## src/rtl/ssd_pkg.sv

```systemverilog
// Shared seven-segment constants: active-low hex glyphs {a,b,c,d,e,f,g}
// and display limits used by the scan driver and any other display logic.
package ssd_pkg;

  localparam int MAX_DIGITS = 8;

  localparam logic [6:0] SEG_BLANK = 7'h7F;

  localparam logic [6:0] SEG_HEX [16] = '{
    7'b0000001,  // 0
    7'b1001111,  // 1
    7'b0010010,  // 2
    7'b0000110,  // 3
    7'b1001100,  // 4
    7'b0100100,  // 5
    7'b0100000,  // 6
    7'b0001111,  // 7
    7'b0000000,  // 8
    7'b0000100,  // 9
    7'b0001000,  // A
    7'b1100000,  // b
    7'b0110001,  // C
    7'b1000010,  // d
    7'b0110000,  // E
    7'b0111000   // F
  };

endpackage

```

## src/rtl/ssd_scan_driver_if.sv

```systemverilog
// Display bus between status logic (master) and the scan driver (slave):
// per-digit data/attributes in, multiplexed anode/cathode pins out.
interface ssd_scan_driver_if #(
  parameter int NUM_DIGITS = 8
);

  logic [4*NUM_DIGITS-1:0] value;
  logic [NUM_DIGITS-1:0]   dp_in;
  logic [NUM_DIGITS-1:0]   digit_en;
  logic [NUM_DIGITS-1:0]   blink_en;
  logic                    lz_blank;
  logic [3:0]              brightness;
  logic [NUM_DIGITS-1:0]   an;
  logic [6:0]              seg;
  logic                    dp;
  logic                    frame_pulse;

  modport master (
    output value, dp_in, digit_en, blink_en, lz_blank, brightness,
    input  an, seg, dp, frame_pulse
  );

  modport slave (
    input  value, dp_in, digit_en, blink_en, lz_blank, brightness,
    output an, seg, dp, frame_pulse
  );

endinterface

```

## src/rtl/ssd_hex_decoder.sv

```systemverilog
// Combinational nibble to active-low seven-segment glyph lookup.
module ssd_hex_decoder
  import ssd_pkg::*;
(
  input  logic [3:0] i_nibble,
  output logic [6:0] o_seg
);

  assign o_seg = SEG_HEX[i_nibble];

endmodule

```

## src/rtl/ssd_scan_driver.sv

```systemverilog
// Multiplexed seven-segment scan driver with frame-synchronous shadow capture,
// leading-zero blanking, per-digit blink and 16-level PWM brightness.
module ssd_scan_driver
  import ssd_pkg::*;
#(
  parameter int NUM_DIGITS    = 8,
  parameter int SCAN_DIV_BITS = 18,
  parameter int BLINK_BITS    = 5
) (
  input  logic             ClkPort,
  input  logic             Reset,
  ssd_scan_driver_if.slave bus
);

  localparam int               IDX_W    = (NUM_DIGITS > 1) ? $clog2(NUM_DIGITS) : 1;
  localparam logic [IDX_W-1:0] LAST_IDX = IDX_W'(NUM_DIGITS - 1);

  logic [SCAN_DIV_BITS-1:0] r_presc_p0;
  logic [IDX_W-1:0]         r_idx_p0;
  logic [BLINK_BITS-1:0]    r_blink;

  logic [4*NUM_DIGITS-1:0]  r_sh_value;
  logic [NUM_DIGITS-1:0]    r_sh_dp;
  logic [NUM_DIGITS-1:0]    r_sh_digit_en;
  logic [NUM_DIGITS-1:0]    r_sh_blink_en;
  logic                     r_sh_lz;
  logic [3:0]               r_sh_bright;

  logic [NUM_DIGITS-1:0]    r_an_p1;
  logic [6:0]               r_seg_p1;
  logic                     r_dp_p1;
  logic                     r_frame_pulse_p1;

  logic                     w_slot_end;
  logic                     w_frame_end;
  logic [3:0]               w_nib;
  logic [6:0]               w_seg_dec;
  logic [NUM_DIGITS-1:0]    w_lz_hit;
  logic                     w_upper_zero;
  logic                     w_lit;
  logic [NUM_DIGITS-1:0]    w_an_sel;

  assign w_slot_end  = &r_presc_p0;
  assign w_frame_end = w_slot_end && (r_idx_p0 == LAST_IDX);

  // stage p0: scan counters and frame-synchronous shadow capture
  always_ff @(posedge ClkPort or posedge Reset) begin
    if (Reset) begin
      r_presc_p0    <= '0;
      r_idx_p0      <= '0;
      r_blink       <= '0;
      r_sh_value    <= '0;
      r_sh_dp       <= '0;
      r_sh_digit_en <= '0;
      r_sh_blink_en <= '0;
      r_sh_lz       <= 1'b0;
      r_sh_bright   <= '0;
    end else begin
      r_presc_p0 <= r_presc_p0 + 1'b1;
      if (w_slot_end) begin
        r_idx_p0 <= (r_idx_p0 == LAST_IDX) ? '0 : r_idx_p0 + 1'b1;
      end
      if (w_frame_end) begin
        r_blink       <= r_blink + 1'b1;
        r_sh_value    <= bus.value;
        r_sh_dp       <= bus.dp_in;
        r_sh_digit_en <= bus.digit_en;
        r_sh_blink_en <= bus.blink_en;
        r_sh_lz       <= bus.lz_blank;
        r_sh_bright   <= bus.brightness;
      end
    end
  end

  // Scan from the top digit down; a digit is blanked while every nibble at or above it is zero.
  always_comb begin
    w_lz_hit     = '0;
    w_upper_zero = 1'b1;
    for (int k = NUM_DIGITS - 1; k >= 0; k--) begin
      w_upper_zero = w_upper_zero && (r_sh_value[4*k +: 4] == 4'h0);
      if (k > 0) begin
        w_lz_hit[k] = r_sh_lz && w_upper_zero;
      end
    end
  end

  assign w_nib = r_sh_value[{r_idx_p0, 2'b00} +: 4];

  ssd_hex_decoder u_dec (
    .i_nibble (w_nib),
    .o_seg    (w_seg_dec)
  );

  assign w_lit = r_sh_digit_en[r_idx_p0]
              && !(r_sh_blink_en[r_idx_p0] && r_blink[BLINK_BITS-1])
              && !w_lz_hit[r_idx_p0]
              && (r_presc_p0[SCAN_DIV_BITS-1 -: 4] <= r_sh_bright);

  assign w_an_sel = ~(NUM_DIGITS'(1) << r_idx_p0);

  // stage p1: registered pin drivers
  always_ff @(posedge ClkPort or posedge Reset) begin
    if (Reset) begin
      r_an_p1          <= '1;
      r_seg_p1         <= SEG_BLANK;
      r_dp_p1          <= 1'b1;
      r_frame_pulse_p1 <= 1'b0;
    end else begin
      r_frame_pulse_p1 <= w_frame_end;
      if (w_lit) begin
        r_an_p1  <= w_an_sel;
        r_seg_p1 <= w_seg_dec;
        r_dp_p1  <= ~r_sh_dp[r_idx_p0];
      end else begin
        r_an_p1  <= '1;
        r_seg_p1 <= SEG_BLANK;
        r_dp_p1  <= 1'b1;
      end
    end
  end

  assign bus.an          = r_an_p1;
  assign bus.seg         = r_seg_p1;
  assign bus.dp          = r_dp_p1;
  assign bus.frame_pulse = r_frame_pulse_p1;

endmodule

```

## src/flat_wrapper.sv

```systemverilog
// flat-port wrapper written by rule: the top's interface ports become plain ports
module ssd_scan_driver_flat import ssd_pkg::*;
#(
  parameter int NUM_DIGITS    = 8,
  parameter int SCAN_DIV_BITS = 18,
  parameter int BLINK_BITS    = 5
)
  (ClkPort, Reset, bus_value, bus_dp_in, bus_digit_en, bus_blink_en, bus_lz_blank, bus_brightness, bus_an, bus_seg, bus_dp, bus_frame_pulse);
  ssd_scan_driver_if #(.NUM_DIGITS(NUM_DIGITS)) bus_i ();
  input  logic ClkPort;
  input  logic Reset;
  input wire logic [$bits(bus_i.value)-1:0] bus_value;
  input wire logic [$bits(bus_i.dp_in)-1:0] bus_dp_in;
  input wire logic [$bits(bus_i.digit_en)-1:0] bus_digit_en;
  input wire logic [$bits(bus_i.blink_en)-1:0] bus_blink_en;
  input wire logic [$bits(bus_i.lz_blank)-1:0] bus_lz_blank;
  input wire logic [$bits(bus_i.brightness)-1:0] bus_brightness;
  output wire logic [$bits(bus_i.an)-1:0] bus_an;
  output wire logic [$bits(bus_i.seg)-1:0] bus_seg;
  output wire logic [$bits(bus_i.dp)-1:0] bus_dp;
  output wire logic [$bits(bus_i.frame_pulse)-1:0] bus_frame_pulse;
  assign bus_i.value = bus_value;
  assign bus_i.dp_in = bus_dp_in;
  assign bus_i.digit_en = bus_digit_en;
  assign bus_i.blink_en = bus_blink_en;
  assign bus_i.lz_blank = bus_lz_blank;
  assign bus_i.brightness = bus_brightness;
  assign bus_an = bus_i.an;
  assign bus_seg = bus_i.seg;
  assign bus_dp = bus_i.dp;
  assign bus_frame_pulse = bus_i.frame_pulse;
  ssd_scan_driver #(.NUM_DIGITS(NUM_DIGITS), .SCAN_DIV_BITS(SCAN_DIV_BITS), .BLINK_BITS(BLINK_BITS)) u_core (.ClkPort(ClkPort), .Reset(Reset), .bus(bus_i));
endmodule
```

## config.mk

```make
export PLATFORM = sky130hd
export DESIGN_NAME = ssd_scan_driver_flat
export DESIGN_NICKNAME = d
export VERILOG_FILES = /design/src/rtl/ssd_pkg.sv /design/src/rtl/ssd_scan_driver_if.sv /design/src/rtl/ssd_hex_decoder.sv /design/src/rtl/ssd_scan_driver.sv /design/src/flat_wrapper.sv
export SDC_FILE = /design/constraint.sdc
export NUM_CORES = 1
export LEC_CHECK = 0
export CAP_MARGIN = 20
export CELL_PAD_IN_SITES_DETAIL_PLACEMENT = 0
export CELL_PAD_IN_SITES_GLOBAL_PLACEMENT = 2
export CORE_MARGIN = 2
export CORE_UTILIZATION = 36
export DETAILED_ROUTE_END_ITERATION = 10
export PLACE_DENSITY_LB_ADDON = 0.05
export SLEW_MARGIN = 20
export SYNTH_ARGS = -nofsm -noshare
export SYNTH_HDL_FRONTEND = slang
export SYNTH_HIERARCHICAL = 1
export SYNTH_SLANG_ARGS = --single-unit
```

## constraint.sdc

```tcl
create_clock -name ClkPort -period 4.1 [get_ports ClkPort]
set_clock_uncertainty 0.2 [all_clocks]
set_input_delay 1.025 -clock ClkPort [delete_from_list [all_inputs] [get_ports ClkPort]]
set_output_delay 1.025 -clock ClkPort [all_outputs]
set_load 0.05 [all_outputs]
```

After elaboration in Yosys (flattened, before gate mapping)
Memory sizes are Yosys's and may differ from the RTL's.
Index checks and enable logic that the tools add are counted.
{"block": "op_classes", "n_reduce_logical": 28, "n_lt_le_gt_ge": 3, "muxes": 14, "n_shift": 2, "eq_ne": 1, "bitwise_logic": 3, "add_sub_neg": 3}
{"cell": "32-bit by 6-bit variable part select with 4-bit output", "n": 1}
{"cell": "4-bit logical NOT", "n": 7}
{"cell": "7-bit 2-to-1 mux", "n": 3}
{"cell": "18-bit by 1-bit adder with 18-bit output, second input constant", "n": 1}
{"cell": "1-bit logical AND", "n": 18}
{"cell": "18-bit AND reduction", "n": 1}
{"cell": "1-bit binary-select mux with 3-bit select", "n": 4}
{"cell": "8-bit 2-to-1 mux", "n": 1}
{"cell": "8-bit inverter", "n": 1}
{"cell": "1-bit by 3-bit left shift with 8-bit output, first input constant", "n": 1}
{"cell": "5-bit by 1-bit adder with 5-bit output, second input constant", "n": 1}
{"cell": "5-bit >= comparator, second input constant", "n": 1}
{"cell": "1-bit 2-to-1 mux", "n": 5}
{"cell": "4-bit inverter with 5-bit output", "n": 1}
{"cell": "4-bit <= comparator", "n": 1}
{"cell": "3-bit by 4-bit less-than comparator with 1-bit output, second input constant", "n": 1}
{"cell": "3-bit by 1-bit adder with 3-bit output, second input constant", "n": 1}
{"cell": "3-bit equality test, second input constant", "n": 1}
{"cell": "3-bit 2-to-1 mux", "n": 1}
{"cell": "1-bit logical NOT", "n": 2}
{"cell": "1-bit inverter", "n": 1}
{"block": "totals", "mem_bits_ro": 112, "memories": 1, "word_cells": 68, "ff_bits": 104, "out_inout_bits": 17}
{"memory": "(name not given)", "words": 16, "word_bits": 7, "read_ports": 1, "rd_clocked_by_memory_dff": 0, "wr": 0, "line_no": "ssd_hex_decoder.sv:9", "text": "assign o_seg = SEG_HEX[i_nibble];"}

Longest topological paths before layout
Gate-level depths: netlist of the first run.
{"block": "depth", "depth_word": 14, "mapped_depth": 11}

Hierarchy
Netlist of the first run, hierarchy kept.
{"module": "ssd_scan_driver", "area_each_um2": 4693.3, "cells_each": 353, "seq_area_each_um2": 2622.5, "instances": 1}
{"module": "ssd_hex_decoder", "area_each_um2": 262.8, "cells_each": 31, "seq_area_each_um2": 0.0, "instances": 1}

Worst setup path before layout of the first run
No wires, ideal clock.
{"block": "synth_path", "kind": "reg-to-reg", "start": "reg u_core.r_idx_p0[0]", "end": "reg u_core.r_seg_p1[3], in the netlist u_core/bus.seg[3]", "required_ps": 3816, "path_stages_with_launch": 11, "path_buffers": 2, "setup_slack_ps": 1290, "period_less_slack_ps": 2810, "t_arrival_ps": 2525, "cell_sequence": "dfrtp_1 -> buf_2 -> buf_2 -> mux4_2 -> nand2_1 -> nand2_1 -> inv_1 -> ha_1 -> inv_1 -> mux4_1 -> nand3b_1"}
{"item": "start: declaration", "line_no": "ssd_scan_driver.sv:19", "text": "logic [IDX_W-1:0] r_idx_p0;"}
{"item": "start signal: assignment", "line_no": "ssd_scan_driver.sv:61", "text": "r_idx_p0 <= (r_idx_p0 == LAST_IDX) ? '0 : r_idx_p0 + 1'b1;"}
{"item": "32-bit by 6-bit variable part select with 4-bit output", "line_no": "ssd_scan_driver.sv:87", "text": "assign w_nib = r_sh_value[{r_idx_p0, 2'b00} +: 4];"}
{"item": "via u_core.w_nib[0]", "line_no": "ssd_scan_driver.sv:36", "text": "logic [3:0] w_nib;"}
{"item": "4-bit inverter with 5-bit output (implied by the code)", "line_no": "ssd_hex_decoder.sv:9"}
{"item": "memory read 16 x 7 bit"}
{"item": "7-bit 2-to-1 mux (implied by the code) (2 in series)", "line_no": "ssd_hex_decoder.sv:9"}
{"item": "via u_core.w_seg_dec[3]", "line_no": "ssd_scan_driver.sv:37", "text": "logic [6:0] w_seg_dec;"}
{"item": "7-bit 2-to-1 mux", "line_no": "ssd_scan_driver.sv:110", "text": "if (w_lit) begin"}
{"item": "end signal: assignment", "line_no": "ssd_scan_driver.sv:112", "text": "r_seg_p1 <= w_seg_dec;"}
{"item": "end: declaration", "line_no": "ssd_scan_driver.sv:30", "text": "logic [6:0] r_seg_p1;"}
The timed path passes the listed nets, and every way through them passes these cells. The select of a mux whose other input is x is not followed.
A chain may end at the register's enable or synchronous reset.

Worst setup path after layout of the first run
{"block": "layout_path", "start": "reg u_core.r_an_p1[1], in the netlist u_core/bus.an[1]", "end": "out bus_an[1]"}
{"item": "start: declaration", "line_no": "ssd_scan_driver.sv:29", "text": "logic [NUM_DIGITS-1:0] r_an_p1;"}
{"item": "start signal: assignment", "line_no": "ssd_scan_driver.sv:111", "text": "r_an_p1 <= w_an_sel;"}
{"item": "end: declaration", "line_no": "flat_wrapper.sv:18", "text": "output wire logic [$bits(bus_i.an)-1:0] bus_an;"}
No word-level cell between the ends.

==> results.tsv, run 1 <==
metric	value	unit
tns	0	ns
synth.largest_area_cell	dfrtp_1	
via_per_inst	5.026	
synth_top_area_share	44.43	%
dp_hpwl	7.511	mm
grt_max_degree	42	
ys.flop_type	dfrtp_1	
die_h	121.3	um
fillerInstances	1269	
worst_slew_pin_slew	0.9787	ns
fin_crit	2.898	ns
drc	0	
rows	42	
path_cells	clkdlybuf4s50_1	
grt_pass1_wl	17.41	mm
final_cell_mix	dfrtp_1, clkdlybuf4s50_1, mux2_2, nand2_1, nand3_1	
fmax	345.1	MHz
cts_root_buf	clkbuf_16	
syn_inst	384	
grt_pass1_vias	3367	
drv_slew	0	
synth_edf_count	0	
synth_seq_area_share	52.92	%
final_common_cell	dfrtp_1	
path_buf_inv	1	
synthesis.area	4956	sq um
power.density	313.1	nW/um^2
wirelength	10.39	mm
avgSynthCellArea	12.91	sq um
outcome	finished clean	
worst_skew_pair.late_latency	0.35	ns
groute.layer.met1.usage	20.10	%
fin_crit_sh	70.68	%
layout-drive-gt1-share	23.82	%
ir_drop	0.0002498	V
dp_cells	626	
cp.arrival	1.67	ns
yosys_register_bits	104	
antenna_found_initial	0	
start_util	37.13	%
drv_cap	0	
critPathTopFamily	buffers and inverters	
yosysWarnings	6	
antenna_cells	0	
ctsResizeCount	0	
pin_count	80	
synthToLayoutAreaGrowth	24.56	%
firstDrtPassIters	4	
critPathMaxStageDelay	0.80	ns
setup_viol	0	
path_max_fanout	1	
first_iter_violations	174	
cts_tree	done	
ant_nets	0	
synthTopCellsByArea	dfrtp_1, mux2_2, dfstp_2	
portBuffers	79	
layout.nets	543	
critPathCaptureType	output port	
grtUsageTotal	15.47	%
synth.distinct_cells	42	
clockBufferDepth	2	
multi_input_area	2157	sq um
post_drt_wl_per_cell	16.18	um
die_area	14720	sq um
start_kind	flip-flop	
final_cells	642	
met2_usage	25.00	%
core-area	13350	sq um
cts_setup_buffers	0	
max_slew_margin	34.62	%
required	2.87	ns
p_leak	0.002704	uW
seq_area	2624	sq um
syn-num-nets	466	
final_hold_viol_count	0	
die_x	121.3	um
ctsHoldBuffers	0	
clock_sinks	104	
gp_congestion	0.7545	
rsz0062_at_grt	no	
numCtsBuffers	9	
num_vias	3227	
grt.overflow.total	0	
cp_slowest_cell	clkdlybuf4s50_1	
htree_levels	3	
busiest_layer	met2	
postSynth.asyncResetShare	100.0	%
clkTransAtPathRegs	0.07	ns
grt_use_met3	4.088	%
hp-class	reg2reg	
critical_path_class	reg2out	
-- synthesized netlist by cell type (3+ instances only) --
cell,instances
and3_1,3
buf_2,6
buf_6,6
dfrtp_1,88
dfstp_2,16
ha_1,19
inv_1,13
mux2_2,59
mux2i_1,13
mux4_2,10
nand2_1,29
nand3_1,23
nand3b_1,7
nand4_1,11
nor2_1,8
nor3_1,4
nor4_1,7
o21ai_0,14
xnor2_1,14
xor2_1,6
-- cell families after synthesis --
group / synth area share [%]
flops: 52.92
compound gates: 2.803
fa+ha+maj: 4.797
simple gates: 11.29
xor+xnor: 3.535
buf+inv: 3.560
mux: 21.11
-- metal layers --
layer / vias up / wire length (um)
li1: 1524 / -
met2: 78 / 4934
met3: 11 / 541
met4: 0 / 119
met5: - / 0
met1: 1614 / 4791
-- through the flow --
stage | area (sq um) | hold WS (ns) | util (%) | total power (uW) | setup WS, ns
after floorplan | 4956 | 0.2366 | - | 1061 | 0.1693
after global placement | 5888 | 0.2505 | 44.11 | 1132 | 0.9328
after detailed placement | 5888 | 0.2596 | 44.11 | 1132 | 0.8499
after CTS | 6172 | 0.2708 | 46.24 | 1977 | 0.8417
after global routing | 6173 | 0.2893 | 46.25 | 2015 | 1.048
final | 6173 | 0.2671 | 46.25 | 1933 | 1.202
-- path summary, 6_finish.rpt --
| check | end | from | slack (ns) | cells after the start |
|---|---|---|---|---|
| worst max-delay path | bus_an[1] | u_core/bus.an[1] | 1.20 | 1 |
| worst min-delay path | u_core/r_presc_p0[0] | u_core/r_presc_p0[0] | 0.27 | 1 |
| worst max register to register | u_core/bus.seg[3] | u_core/r_idx_p0[0] | 1.23 | 8 |
| worst min register to register | u_core/r_presc_p0[0] | u_core/r_presc_p0[0] | 0.27 | 1 |
| max in group asynchronous | u_core/r_presc_p0[17] | Reset | 2.01 | 3 |
| min in group asynchronous | u_core/r_presc_p0[5] | Reset | 0.86 | 2 |
-- registers in the layout, indices dropped and copies added, names as in the netlist, 3 cells and up --
register,cells
u_core/r_sh_value,32
u_core/r_blink,5
u_core/r_presc_p0,18
u_core/bus.seg,7
u_core/bus.an,8
u_core/r_idx_p0,3
u_core/r_sh_digit_en,8
u_core/r_sh_blink_en,8
u_core/r_sh_bright,4
u_core/r_sh_dp,8
-- layout make-up --
| cell class | count | share of cell area [%] |
|---|---|---|
| clock buffer | 11 | 3.932 |
| clock inverter | 5 | 0.6688 |
| inverter | 14 | 0.8918 |
| multi-input combinational | 249 | 34.94 |
| sequential | 104 | 42.50 |
| tap | 176 | 3.567 |
| timing repair buffer | 83 | 13.50 |
-- report_power, final --
| part | internal, uW | switching, uW |
|---|---|---|
| Clock | 433 | 391 |
| Combinational | 53.1 | 30.3 |
| Sequential | 1030 | 0 |
Power figures use the tool's default switching activity.
==> run 2: changes to the inputs <==
Clock period 4.1 ns to 2.79 ns, I/O delays scaled along.
==> results.tsv, run 2 (same netlist as run 1, synthesis figures left out) <==
metric	value	unit	change
outcome	finished clean		unchanged
start_util	37.13	%	unchanged
layout-drive-gt1-share	25.00	%	was 23.82%
final_common_cell	dfrtp_1		unchanged
die_area	14720	sq um	unchanged
final_hold_viol_count	0		unchanged
groute.layer.met1.usage	20.52	%	was 20.10%
busiest_layer	met2		unchanged
post_drt_wl_per_cell	16.15	um	was 16.18 um
ant_nets	0		unchanged
postLayoutCoreUtil	46.93	%	was 46.25%
gp_congestion	0.7517		was 0.7545
worst_skew_pair.late_latency	0.35	ns	about the same
htree_levels	3		unchanged
post_dp_cell_area	5967	sq um	was 5888 sq um
rsz0062_at_grt	no		unchanged
portBuffers	79		unchanged
cts_tree	done		unchanged
tns	0	ns	unchanged
grtUsageTotal	15.10	%	was 15.47%
cp.arrival	2.64	ns	was 1.67 ns
num_vias	3220		was 3227
r2r_start	u_core/r_idx_p0[0]		unchanged
drv_cap	0		unchanged
whs	0.2697	ns	was 0.2671 ns
path_max_fanout	8		was 1
numCtsBuffers	9		unchanged
ir_drop	0.0003432	V	was 0.0002498 V
grt_max_degree	105		was 42
dp_hpwl	7.433	mm	was 7.511 mm
power.density	462.1	nW/um^2	was 313.1 nW/um^2
whs_path_depth	1		unchanged
rr_worst_depth	8		unchanged
rows	42		unchanged
cts_setup_buffers	0		unchanged
final_cell_mix	dfrtp_1, clkdlybuf4s50_1, mux2_2, nand2_1, nand3_1		unchanged
max_slew_margin	33.28	%	was 34.62%
first_iter_violations	196		was 174
met2_usage	23.74	%	was 25.00%
wirelength	10.47	mm	was 10.39 mm
synthToLayoutAreaGrowth	26.38	%	was 24.56%
required	2.83	ns	was 2.87 ns
pin_count	80		unchanged
start_kind	flip-flop		unchanged
grt_pass1_wl	16.95	mm	was 17.41 mm
worst_slew_pin_slew	0.9987	ns	was 0.9787 ns
antenna_found_initial	0		unchanged
top_register	u_core/r_sh_value		unchanged
die_h	121.3	um	unchanged
startpoint	u_core/r_idx_p0[0]		was u_core/bus.an[1]
setup_viol	0		unchanged
fin_crit	2.605	ns	
clockBufferDepth	2		unchanged
layout.nets	550		was 543
clock_sinks	104		unchanged
r2r-end	u_core/bus.seg[3]		unchanged
critical_path_class	reg2reg		was reg2out
drc	0		unchanged
drv_slew	0		unchanged
grt_use_met3	4.417	%	was 4.088%
largest_reg_flops	32		unchanged
critPathCaptureType	flip-flop		was output port
firstDrtPassIters	4		unchanged
rrSetupSlack	0.18	ns	was 1.23 ns
antenna_cells	0		unchanged
grt.overflow.total	0		unchanged
fmax	383.9	MHz	
die_x	121.3	um	unchanged
clkTransAtPathRegs	0.07	ns	about the same
core-area	13350	sq um	unchanged
hp-class	reg2reg		unchanged
worst_hold_startpoint	u_core/r_presc_p0[0]		unchanged
top_regs	u_core/r_sh_value x32, u_core/r_presc_p0 x18		unchanged
grt_pass1_vias	3266		was 3367
power	2895	uW	was 1933 uW
p_leak	0.002763	uW	was 0.002704 uW
via_per_inst	4.969		was 5.026
fin_crit_sh	93.38	%	
crit_end	u_core/bus.seg[3]		was bus_an[1]
cts_root_buf	clkbuf_16		unchanged
fin_area	6264	sq um	was 6173 sq um
==> run 2: cell count changes in the layout (fill, tap and decap cells not counted), moves of 2 or more <==
cell	previous run	this run
clkinv_2	0	2
buf_4	3	8
clkinvlp_4	4	2
buf_12	1	3
==> run 2: worst min path at each step <==
stage	endpoint	slack, ns
finish	u_core/r_presc_p0[0]	0.27
CTS	u_core/r_blink[3]	0.28
global placement	u_core/r_presc_p0[0]	0.25
global route	u_core/r_blink[3]	0.29
detailed placement	u_core/r_presc_p0[0]	0.27
floorplan	u_core/r_presc_p0[0]	0.24
==> run 2: layout make-up <==
class,instances,area [sq um]
fillers,1226,7084
multi-input cells,249,2157
inverters,14,56.30
well taps,176,220.2
clock inverters,5,56.30
flip-flops and latches,104,2624
repair buffers,90,910.9
clock buffers,10,239.0
==> run 2: metal layers <==
layer  routed length, um  part of all wire, %
met1                5003                   48
met5                   0                    0
met2                4955                   47
met3                 437                  4.2
met4                  68                 0.65
==> run 2: timing repair <==
action,CTS,global route
setup endpoints to repair,0,1
hold buffers,0,0
gates resized for setup,0,1
==> run 2: stage by stage <==
stage | instances | worst slack, ns
global route | 648 | 0.01803
detailed placement | 633 | 0.04712
finish | 648 | 0.1848
CTS | 648 | 0.03646
global placement | 633 | 0.1569
floorplan | 384 | 0.06175
==> run 2: critical path: stages (launching register included) <==
cell	delay, ns
dfrtp_2	0.50
mux4_2	0.54
nand2_1	0.08
nand2_1	0.14
inv_1	0.19
ha_1	0.17
inv_1	0.04
mux4_1	0.46
nand3b_1	0.17
==> run 2: report_power, final <==
part           internal, uW  switching (uW)
clock                   715             550
combinational          78.8            42.7
sequential             1510               0
total                  2300             592
